[src/rtl/alu_pipe_pkg.sv]
// Shared definitions for the pipelined ALU: operation encodings and
// bit positions inside the 4-bit {N,Z,C,V} flags word.
package alu_pipe_pkg;

    typedef enum logic [3:0] {
        OP_ADD   = 4'd0,
        OP_SUB   = 4'd1,
        OP_AND   = 4'd2,
        OP_OR    = 4'd3,
        OP_XOR   = 4'd4,
        OP_NOTA  = 4'd5,
        OP_SHL   = 4'd6,
        OP_SHR   = 4'd7,
        OP_SRA   = 4'd8,
        OP_SLT   = 4'd9,
        OP_PASSB = 4'd10
    } alu_op_t;

    localparam int FLAG_N = 3;
    localparam int FLAG_Z = 2;
    localparam int FLAG_C = 1;
    localparam int FLAG_V = 0;

endpackage

[src/rtl/alu_pipe_alu_core.sv]
// Purely combinational ALU: (a, b, op) -> (y, NZCV flags, bad_op).
// Undefined op codes force y and flags to zero and raise bad_op.
module alu_core
    import alu_pipe_pkg::*;
#(
    parameter int WIDTH = 4
) (
    input  logic [WIDTH-1:0] a_i,
    input  logic [WIDTH-1:0] b_i,
    input  logic [3:0]       op_i,
    output logic [WIDTH-1:0] y_o,
    output logic [3:0]       flags_o,
    output logic             bad_op_o
);

    localparam int MSB = WIDTH - 1;
    localparam logic [WIDTH:0] WIDTH_L = (WIDTH + 1)'(WIDTH);

    logic [WIDTH:0]   sum, diff, shl_ext, shr_ext, sra_ext;
    logic             sh_big;
    logic [WIDTH-1:0] y;
    logic             c, v, bad;

    assign sum    = {1'b0, a_i} + {1'b0, b_i};
    assign diff   = {1'b0, a_i} - {1'b0, b_i};
    assign sh_big = ({1'b0, b_i} >= WIDTH_L);

    // One guard bit on the exit side of each shift catches the last bit shifted out.
    assign shl_ext = {1'b0, a_i} << b_i;
    assign shr_ext = {a_i, 1'b0} >> b_i;
    assign sra_ext = $signed({a_i, 1'b0}) >>> b_i;

    always_comb begin
        y   = '0;
        c   = 1'b0;
        v   = 1'b0;
        bad = 1'b0;
        case (alu_op_t'(op_i))
            OP_ADD: begin
                y = sum[MSB:0];
                c = sum[WIDTH];
                v = (a_i[MSB] == b_i[MSB]) && (y[MSB] != a_i[MSB]);
            end
            OP_SUB: begin
                y = diff[MSB:0];
                c = ~diff[WIDTH];
                v = (a_i[MSB] != b_i[MSB]) && (y[MSB] != a_i[MSB]);
            end
            OP_AND:  y = a_i & b_i;
            OP_OR:   y = a_i | b_i;
            OP_XOR:  y = a_i ^ b_i;
            OP_NOTA: y = ~a_i;
            OP_SHL: begin
                if (!sh_big) begin
                    y = shl_ext[MSB:0];
                    c = shl_ext[WIDTH];
                end
            end
            OP_SHR: begin
                if (!sh_big) begin
                    y = shr_ext[WIDTH:1];
                    c = shr_ext[0];
                end
            end
            OP_SRA: begin
                if (sh_big) begin
                    y = {WIDTH{a_i[MSB]}};
                end else begin
                    y = sra_ext[WIDTH:1];
                    c = sra_ext[0];
                end
            end
            OP_SLT:   y = {{(WIDTH-1){1'b0}}, ($signed(a_i) < $signed(b_i))};
            OP_PASSB: y = b_i;
            default:  bad = 1'b1;
        endcase
    end

    always_comb begin
        flags_o = '0;
        if (!bad) begin
            flags_o[FLAG_N] = y[MSB];
            flags_o[FLAG_Z] = (y == '0);
            flags_o[FLAG_C] = c;
            flags_o[FLAG_V] = v;
        end
    end

    assign y_o      = y;
    assign bad_op_o = bad;

endmodule

[src/rtl/alu_pipe.sv]
// Configurable-depth ALU pipeline with valid/ready on both sides, full
// backpressure, tag passthrough and a count of delivered results.
module alu_pipe
    import alu_pipe_pkg::*;
#(
    parameter int WIDTH  = 4,
    parameter int STAGES = 2,
    parameter int TAG_W  = 2,
    parameter int CNT_W  = 16
) (
    input  logic             clk,
    input  logic             reset,
    input  logic             in_valid,
    output logic             in_ready,
    input  logic [WIDTH-1:0] a,
    input  logic [WIDTH-1:0] b,
    input  logic [3:0]       op,
    input  logic [TAG_W-1:0] in_tag,
    output logic             out_valid,
    input  logic             out_ready,
    output logic [WIDTH-1:0] y,
    output logic [3:0]       flags,
    output logic             bad_op,
    output logic [TAG_W-1:0] out_tag,
    output logic [CNT_W-1:0] ops_done
);

    // Handshake: a beat moves on a side only in a cycle where valid && ready
    // are both high at the rising edge; valid never depends on ready, and
    // in_ready is a combinational function of slot occupancy and out_ready.

    logic [STAGES-1:0] vld_q;
    logic [STAGES-1:0] ld;
    logic [WIDTH-1:0]  a_q, b_q;
    logic [3:0]        op_q;
    logic [TAG_W-1:0]  tag_q   [STAGES];
    logic [WIDTH-1:0]  y_q     [1:STAGES-1];
    logic [3:0]        flags_q [1:STAGES-1];
    logic              bad_q   [1:STAGES-1];
    logic [WIDTH-1:0]  core_y;
    logic [3:0]        core_flags;
    logic              core_bad;
    logic [CNT_W-1:0]  ops_done_q, ops_done_d;

    alu_core #(.WIDTH(WIDTH)) u_core (
        .a_i      (a_q),
        .b_i      (b_q),
        .op_i     (op_q),
        .y_o      (core_y),
        .flags_o  (core_flags),
        .bad_op_o (core_bad)
    );

    // Slot i advances when any slot at or after it is empty (bubble collapse) or the sink takes a beat.
    always_comb begin
        ld = '0;
        for (int i = 0; i < STAGES; i++) begin
            ld[i] = out_ready;
            for (int j = i; j < STAGES; j++) begin
                if (!vld_q[j]) ld[i] = 1'b1;
            end
        end
    end

    assign ops_done_d = (vld_q[STAGES-1] && out_ready) ? ops_done_q + CNT_W'(1) : ops_done_q;

    always_ff @(posedge clk or negedge reset) begin
        if (!reset) begin
            vld_q      <= '0;
            a_q        <= '0;
            b_q        <= '0;
            op_q       <= '0;
            ops_done_q <= '0;
            for (int i = 0; i < STAGES; i++) tag_q[i] <= '0;
            for (int i = 1; i < STAGES; i++) begin
                y_q[i]     <= '0;
                flags_q[i] <= '0;
                bad_q[i]   <= 1'b0;
            end
        end else begin
            ops_done_q <= ops_done_d;
            if (ld[0]) begin
                vld_q[0] <= in_valid;
                if (in_valid) begin
                    a_q      <= a;
                    b_q      <= b;
                    op_q     <= op;
                    tag_q[0] <= in_tag;
                end
            end
            if (ld[1]) begin
                vld_q[1] <= vld_q[0];
                if (vld_q[0]) begin
                    y_q[1]     <= core_y;
                    flags_q[1] <= core_flags;
                    bad_q[1]   <= core_bad;
                    tag_q[1]   <= tag_q[0];
                end
            end
            for (int i = 2; i < STAGES; i++) begin
                if (ld[i]) begin
                    vld_q[i] <= vld_q[i-1];
                    if (vld_q[i-1]) begin
                        y_q[i]     <= y_q[i-1];
                        flags_q[i] <= flags_q[i-1];
                        bad_q[i]   <= bad_q[i-1];
                        tag_q[i]   <= tag_q[i-1];
                    end
                end
            end
        end
    end

    assign in_ready  = ld[0];
    assign out_valid = vld_q[STAGES-1];
    assign y         = y_q[STAGES-1];
    assign flags     = flags_q[STAGES-1];
    assign bad_op    = bad_q[STAGES-1];
    assign out_tag   = tag_q[STAGES-1];
    assign ops_done  = ops_done_q;

endmodule
[config.mk]
export PLATFORM = sky130hd
export DESIGN_NAME = alu_pipe
export DESIGN_NICKNAME = d
export VERILOG_FILES = /design/src/rtl/alu_pipe_pkg.sv /design/src/rtl/alu_pipe_alu_core.sv /design/src/rtl/alu_pipe.sv
export SDC_FILE = /design/constraint.sdc
export NUM_CORES = 1
export LEC_CHECK = 0
export BUFFER_PORTS_ARGS = -buffer_cell sky130_fd_sc_hd__buf_2
export CORE_UTILIZATION = 31
export CTS_CLUSTER_DIAMETER = 100
export CTS_CLUSTER_SIZE = 10
export DETAILED_ROUTE_END_ITERATION = 16
export SLEW_MARGIN = 20
export SYNTH_ARGS = -nofsm -noshare
export SYNTH_HDL_FRONTEND = slang
export SYNTH_SLANG_ARGS = --single-unit
[constraint.sdc]
create_clock -name clk -period 4.1 [get_ports clk]
set_input_delay 0 -clock clk [delete_from_list [all_inputs] [get_ports clk]]
set_output_delay 0 -clock clk [all_outputs]
set_load 0.01 [all_outputs]
==> results of run 1 <==
-- synthesized netlist by cell type (3+ instances only) --
master,number
dfrtp_1,43
nand2_1,32
mux2_2,19
ha_1,14
nor2_1,14
xnor2_1,14
inv_1,11
o21ai_0,11
a21oi_1,10
nor3_1,7
nand3_1,6
xor2_1,6
a31oi_1,5
mux2i_1,5
nor3b_1,5
buf_2,4
buf_4,4
buf_6,4
clkbuf_8,4
nand2b_1,4
a211oi_1,3
and3_1,3
nand3b_1,3
-- kinds of logic (layout without fill, tap and decap cells) --
logic type | count (synthesis) | after routing | synth area share (%)
and+or+nand+nor | 93 | 93 | 18.07
AOI/OAI and AO/OA | 52 | 52 | 12.99
DFF | 43 | 43 | 38.00
buffers and inverters | 29 | 82 | 7.026
muxes | 25 | 25 | 10.12
xor gates and xnor gates | 20 | 20 | 6.187
adders and majority gates | 16 | 16 | 7.601
-- power breakdown --
group | leakage (nW) | total [mW] | switching, mW | internal [mW]
sequential | 0.540 | 0.630 | 0.128 | 0.503
clock | 0.0644 | 0.393 | 0.150 | 0.243
combinational | 0.930 | 0.488 | 0.245 | 0.243
total | 1.53 | 1.51 | 0.523 | 0.989
-- timing repair --
action	4_1_cts	5_1_grt
hold endpoints to repair	58	0
gates resized for setup	0	0
hold buffers	16	0
-- final timing paths --
check                                         startpoint                        to  slack (ns)  cells past startpoint
worst min register to register  ops_done[15]$_DFFE_PN0P_  ops_done[15]$_DFFE_PN0P_        0.48                      1
worst min-delay path                           out_ready      vld_q[0]$_DFFE_PN0N_        0.02                      3
min in group asynchronous                          reset  ops_done[14]$_DFFE_PN0P_        0.38                      2
worst max-delay path                  b_q[0]$_DFFE_PN0P_      flags[2]$_DFFE_PN0P_        1.47                      8
worst max register to register        b_q[0]$_DFFE_PN0P_      flags[2]$_DFFE_PN0P_        1.47                      8
max in group asynchronous                          reset       op_q[3]$_DFFE_PN0P_        3.13                      2
-- state kept, by name, indices dropped and copies added, names as in the netlist --
register  count
tag_q         2
b_q           4
flags         4
ops_done     16
bad_op        1
vld_q         2
op_q          4
y             4
a_q           4
out_tag       2
-- cell type report --
type | instances | area [sq um]
multi-input combinational | 206 | 1556
tap | 108 | 135.1
fill | 882 | 5424
inverter | 12 | 45.04
clock buffer | 5 | 68.82
timing repair buffer | 62 | 390.4
sequential | 43 | 1076
clock inverter | 3 | 67.56
-- routing by layer --
layer	vias up	GRT usage [%]
met5	-	0
met4	0	3.281
met3	7	3.741
met2	54	20.98
met1	1034	19.99
li1	1092	-
-- per-stage QoR --
step           instances  power, mW  instance area, sq um
2_1_floorplan        278     0.9803                  2831
3_3_place_gp         415      1.104                  3043
3_5_place_dp         415      1.114                  3043
4_1_cts              439      1.520                  3339
5_1_grt              439      1.612                  3339
6_report             439      1.512                  3339
-- worst register-to-register path, stage by stage, from the launching register on --
cell and delay, ns:
dfrtp_1 0.65, ha_1 0.30, fa_1 0.43, nor3b_1 0.24
a31oi_1 0.08, o32ai_1 0.26, nor3_1 0.11, and4_1 0.21
a32o_2 0.25
-- cell usage in the layout (no fill, tap or decap), types with 3 or more instances in the layout --
master,netlist,final
ha_1,14,14
a211oi_1,3,3
nand2_1,32,32
mux2i_1,5,5
a21oi_1,10,10
buf_2,4,46
nand3_1,6,6
nand3b_1,3,3
nor2_1,14,14
inv_1,11,11
dfrtp_1,43,43
dlygate4sd3_1,0,16
nor3_1,7,7
clkbuf_8,4,5
xnor2_1,14,14
o21ai_0,11,11
nor3b_1,5,5
and3_1,3,3
nand2b_1,4,4
a31oi_1,5,5
mux2_2,19,19
xor2_1,6,6
==> results_dict.tcl, run 1 <==
set metrics [dict create \
    rsz0062_at_grt "false" \
    max-slew-margin-rel_pct 37.08 \
    maxCapViolations 0 \
    drt-pass1-iter-count 4 \
    clk_latency_ns 0.30 \
    grt_pass1_wl_mm 10.78 \
    crit_chain "ha_1 > fa_1 > nor3b_1 > a31oi_1 > o32ai_1 > nor3_1 > and4_1 > a32o_2" \
    route.met3.wl_microns 365 \
    cp_slowest_cell "dfrtp_1" \
    wl_met2_mm 2.928 \
    syn_avg_cell_area_sq_um 10.19 \
    wl_met1_mm 3.074 \
    min_period_over_period_pct 64.21 \
    seq_area_frac_synth_pct 38.00 \
    vias 2187 \
    worst_slew_pin_slew_ns 0.9438 \
    cts_made_buffers 5 \
    crit_family "adder cells" \
    netlist_area_sq_um 2831 \
    setup_ws_ns 1.468 \
    fin_nets 364 \
    die-height_microns 97.57 \
    finalCriticalPeriod_ns 2.632 \
    grt_pass1_vias 2128 \
    synthTopCellsByArea "dfrtp_1, mux2_2, ha_1" \
    setup_viol 0 \
    clk_path_buf_depth 2 \
    finalClockSkew_ns 0.01027 \
    grt_max_degree 44 \
    drt_iter0_drc 136 \
    slowest_delay_ns 0.65 \
    status "complete, no violations" \
    pre_cts_slack_ns 1.533 \
    num_antenna_cells 0 \
    ys_ff_latch 43 \
    yosysTopAreaCell "dfrtp_1" \
    cp_num_buf_inv 0 \
    required_ns 4.30 \
    synthArstFlopShare_pct 100.0 \
    io_buffer_count 46 \
    synth_edf_count 0 \
    hold_violations 0 \
    wirelength_mm 6.437 \
    crit_fanout 14 \
    yosysWarnings 0 \
    fmax_ghz 0.3799 \
    peakVddDrop_mv 0.2699 \
    area_growth_pct 17.94 \
    p_per_area_nw_per_um2 452.7 \
    hold_path.class "input port to flip-flop" \
    cts_tree "yes" \
    path_clk_slew_ns 0.09 \
    crit_type "flip-flop to flip-flop" \
    dieArea_sq_um 9520 \
    worstPathArrival_ns 2.83 \
    grt_overflow 0 \
    root_buffer "clkbuf_8" \
    critPathCaptureType "flip-flop" \
    cts.sinks 43 \
    htree_levels 2 \
    ys_types 63 \
    post-cts-setup-buffer-count 0 \
    whs_ns 0.01571 \
    rows 34 \
    track_usage_pct 13.99 \
    synth_top_cell_area_share_pct 38.00 \
    routabilityCongestion 0.9226 \
    routedWlPerCell_microns 14.66 \
    routed_via_density 4.982 \
    leakagePower_nw 1.534 \
    drive_gt1_share_pct 25.98 \
    start_util_pct 32.31 \
    synthFlopType "dfrtp_1" \
    antenna_left 0 \
    die_w_microns 97.57 \
    start_kind "flip-flop" \
    antenna_found_initial 0 \
    drc_errors 0 \
    syn-num-nets 312 \
    top_layer_used "met4" \
    fin_util_pct 38.11 \
    finalSetupTns_ns 0 \
    syn_inst 278 \
    core_sq_um 8763 \
    ios 47 \
    dpl.hpwl_mm 4.772 \
    finalMaxSlewViolations 0 \
]
No activity file was read; power rests on OpenSTA's default activity.
==> run 2: changes to the inputs <==
==> constraint.sdc (replaced) <==
create_clock -name clk -period 2.3 [get_ports clk]
set_input_delay 0 -clock clk [delete_from_list [all_inputs] [get_ports clk]]
set_output_delay 0 -clock clk [all_outputs]
set_load 0.01 [all_outputs]
==> run 2 against run 1 <==
Compared with the run above:
- clock power grew 22%
- total power grew 77%
- combinational power up 140%
- clock-buffer cell count rose by 1
==> results_dict.tcl, run 2 (synthesis gave the netlist of run 1 again) <==
set metrics [dict create \
    status "complete, no violations" \
    drt-pass1-iter-count 4 \
    rows 34 \
    worst_slew_pin_slew_ns 0.6052 \
    cp_slowest_cell "dfrtp_1" \
    grt_max_degree 44 \
    p_total_mw 2.683 \
    cts_made_buffers 5 \
    critPathCaptureType "flip-flop" \
    largest_reg_flops 16 \
    multi_input_area_sq_um 1630 \
    dpl.hpwl_mm 5.145 \
    layout_common_cells "buf_2, dfrtp_1, nand2_1" \
    num_antenna_cells 0 \
    antenna_left 0 \
    peakVddDrop_mv 0.3627 \
    whs_ns 0.02835 \
    hold_path.class "input port to flip-flop" \
    cp_num_buf_inv 1 \
    hold_violations 0 \
    leakagePower_nw 1.683 \
    start_util_pct 32.31 \
    crit_family "simple AND/OR/NAND/NOR gates" \
    drive_gt1_share_pct 35.18 \
    p_per_area_nw_per_um2 739.2 \
    clk_latency_ns 0.30 \
    htree_levels 2 \
    track_usage_pct 15.16 \
    grt_pass1_vias 2308 \
    grt_pass1_wl_mm 11.67 \
    antenna_found_initial 0 \
    die-height_microns 97.57 \
    io_buffer_count 46 \
    fmax_ghz 0.4389 \
    vias 2327 \
    finalCriticalPeriod_ns 2.279 \
    crit_fanout 2 \
    min_period_over_period_pct 99.07 \
    fillers 881 \
    routedWlPerCell_microns 14.95 \
    path_clk_slew_ns 0.08 \
    max-slew-margin-rel_pct 59.56 \
    routed_via_density 4.962 \
    routabilityCongestion 0.9174 \
    fin_nets 394 \
    cts_tree "yes" \
    drc_errors 0 \
    slowest_delay_ns 0.41 \
    root_buffer "clkbuf_8" \
    die_w_microns 97.57 \
    drt_iter0_drc 193 \
    crit_type "flip-flop to flip-flop" \
    final_common_cell "buf_2" \
    grt_overflow 0 \
    core_sq_um 8763 \
    required_ns 2.49 \
    finalMaxSlewViolations 0 \
    dieArea_sq_um 9520 \
    worstPathArrival_ns 2.47 \
    ff_latch_area_sq_um 1077 \
    cts.sinks 43 \
    crit_chain "buf_6 > ha_4 > fa_2 > nor2b_4 > xnor2_2 > nor4_1 > nor3_1 > and4_1 > a32o_2" \
    clk_path_buf_depth 2 \
    ios 47 \
    wirelength_mm 7.011 \
    area_growth_pct 28.19 \
    rsz0062_at_grt "true" \
    setup_viol 0 \
    finalClockSkew_ns 0.004459 \
    maxCapViolations 0 \
    start_kind "flip-flop" \
]
-- run 2: cell types whose count changed in the layout (fill, tap and decap cells not counted), moves of 2 or more --
cell	delta
ha_1	-3
buf_12	+3
bufinv_16	-2
buf_4	+26
ha_4	+2
fa_2	+2
fa_1	-2
-- run 2: timing repair --
| action | in CTS | in global routing |
|---|---|---|
| setup endpoints to repair | 1 | 3 |
| gates resized for setup | 1 | 16 |
| setup buffers | 3 | 4 |
| hold endpoints to repair | 58 | 0 |
| pin swaps | 1 | 9 |
| hold buffers | 16 | 0 |
-- run 2: final cells by class --
type	instances	area share, %
clock inverter	2	0.3447
multi-input combinational	206	44.92
clock buffer	6	1.999
timing repair buffer	92	18.10
sequential	43	29.68
inverter	12	1.241
tap	108	3.723
-- run 2: worst register-to-register path, stage by stage (launching register included) --
cell	delay, ns
dfrtp_1	0.41
buf_6	0.13
ha_4	0.16
fa_2	0.39
nor2b_4	0.14
xnor2_2	0.12
nor4_1	0.28
nor3_1	0.12
and4_1	0.20
a32o_2	0.23
-- run 2: layer usage --
| layer | share of wire [%] | track usage [%] |
|---|---|---|
| met5 | 0 | 0 |
| met4 | 1.1 | 4.072 |
| met3 | 4.0 | 3.741 |
| met2 | 46 | 23.83 |
| met1 | 49 | 20.74 |
-- run 2: worst paths after layout --
check | startpoint | to | slack (ns) | depth (start not counted)
worst max-delay path | a_q[0]$_DFFE_PN0P_ | flags[2]$_DFFE_PN0P_ | 0.02 | 9
worst min-delay path | out_ready | vld_q[0]$_DFFE_PN0N_ | 0.03 | 3
worst max register to register | a_q[0]$_DFFE_PN0P_ | flags[2]$_DFFE_PN0P_ | 0.02 | 9
worst min register to register | y[3]$_DFFE_PN0P_ | y[3]$_DFFE_PN0P_ | 0.48 | 2
max in group asynchronous | reset | b_q[1]$_DFFE_PN0P_ | 1.67 | 3
min in group asynchronous | reset | ops_done[14]$_DFFE_PN0P_ | 0.14 | 2
-- run 2: metrics by stage --
step | cell area, sq um | cells | TNS (ns) | util (%) | worst slack [ns]
6_report | 3630 | 469 | 0 | 41.42 | 0.02142
5_1_grt | 3630 | 469 | -0.03314 | 41.42 | -0.03314
4_1_cts | 3510 | 464 | 0 | 40.05 | 0.003362
3_5_place_dp | 3233 | 437 | -0.02412 | 36.89 | -0.02412
3_3_place_gp | 3233 | 437 | 0 | 36.89 | 0.08092
2_1_floorplan | 2831 | 278 | 0 | - | 0.1085
-- run 2: power breakdown --
part           total (mW)  leakage [nW]  internal (mW)  switching [mW]
clock               0.479        0.0412          0.212           0.266
sequential           1.02         0.539          0.899           0.124
combinational        1.18          1.10          0.583           0.598
total                2.68          1.68           1.69           0.989
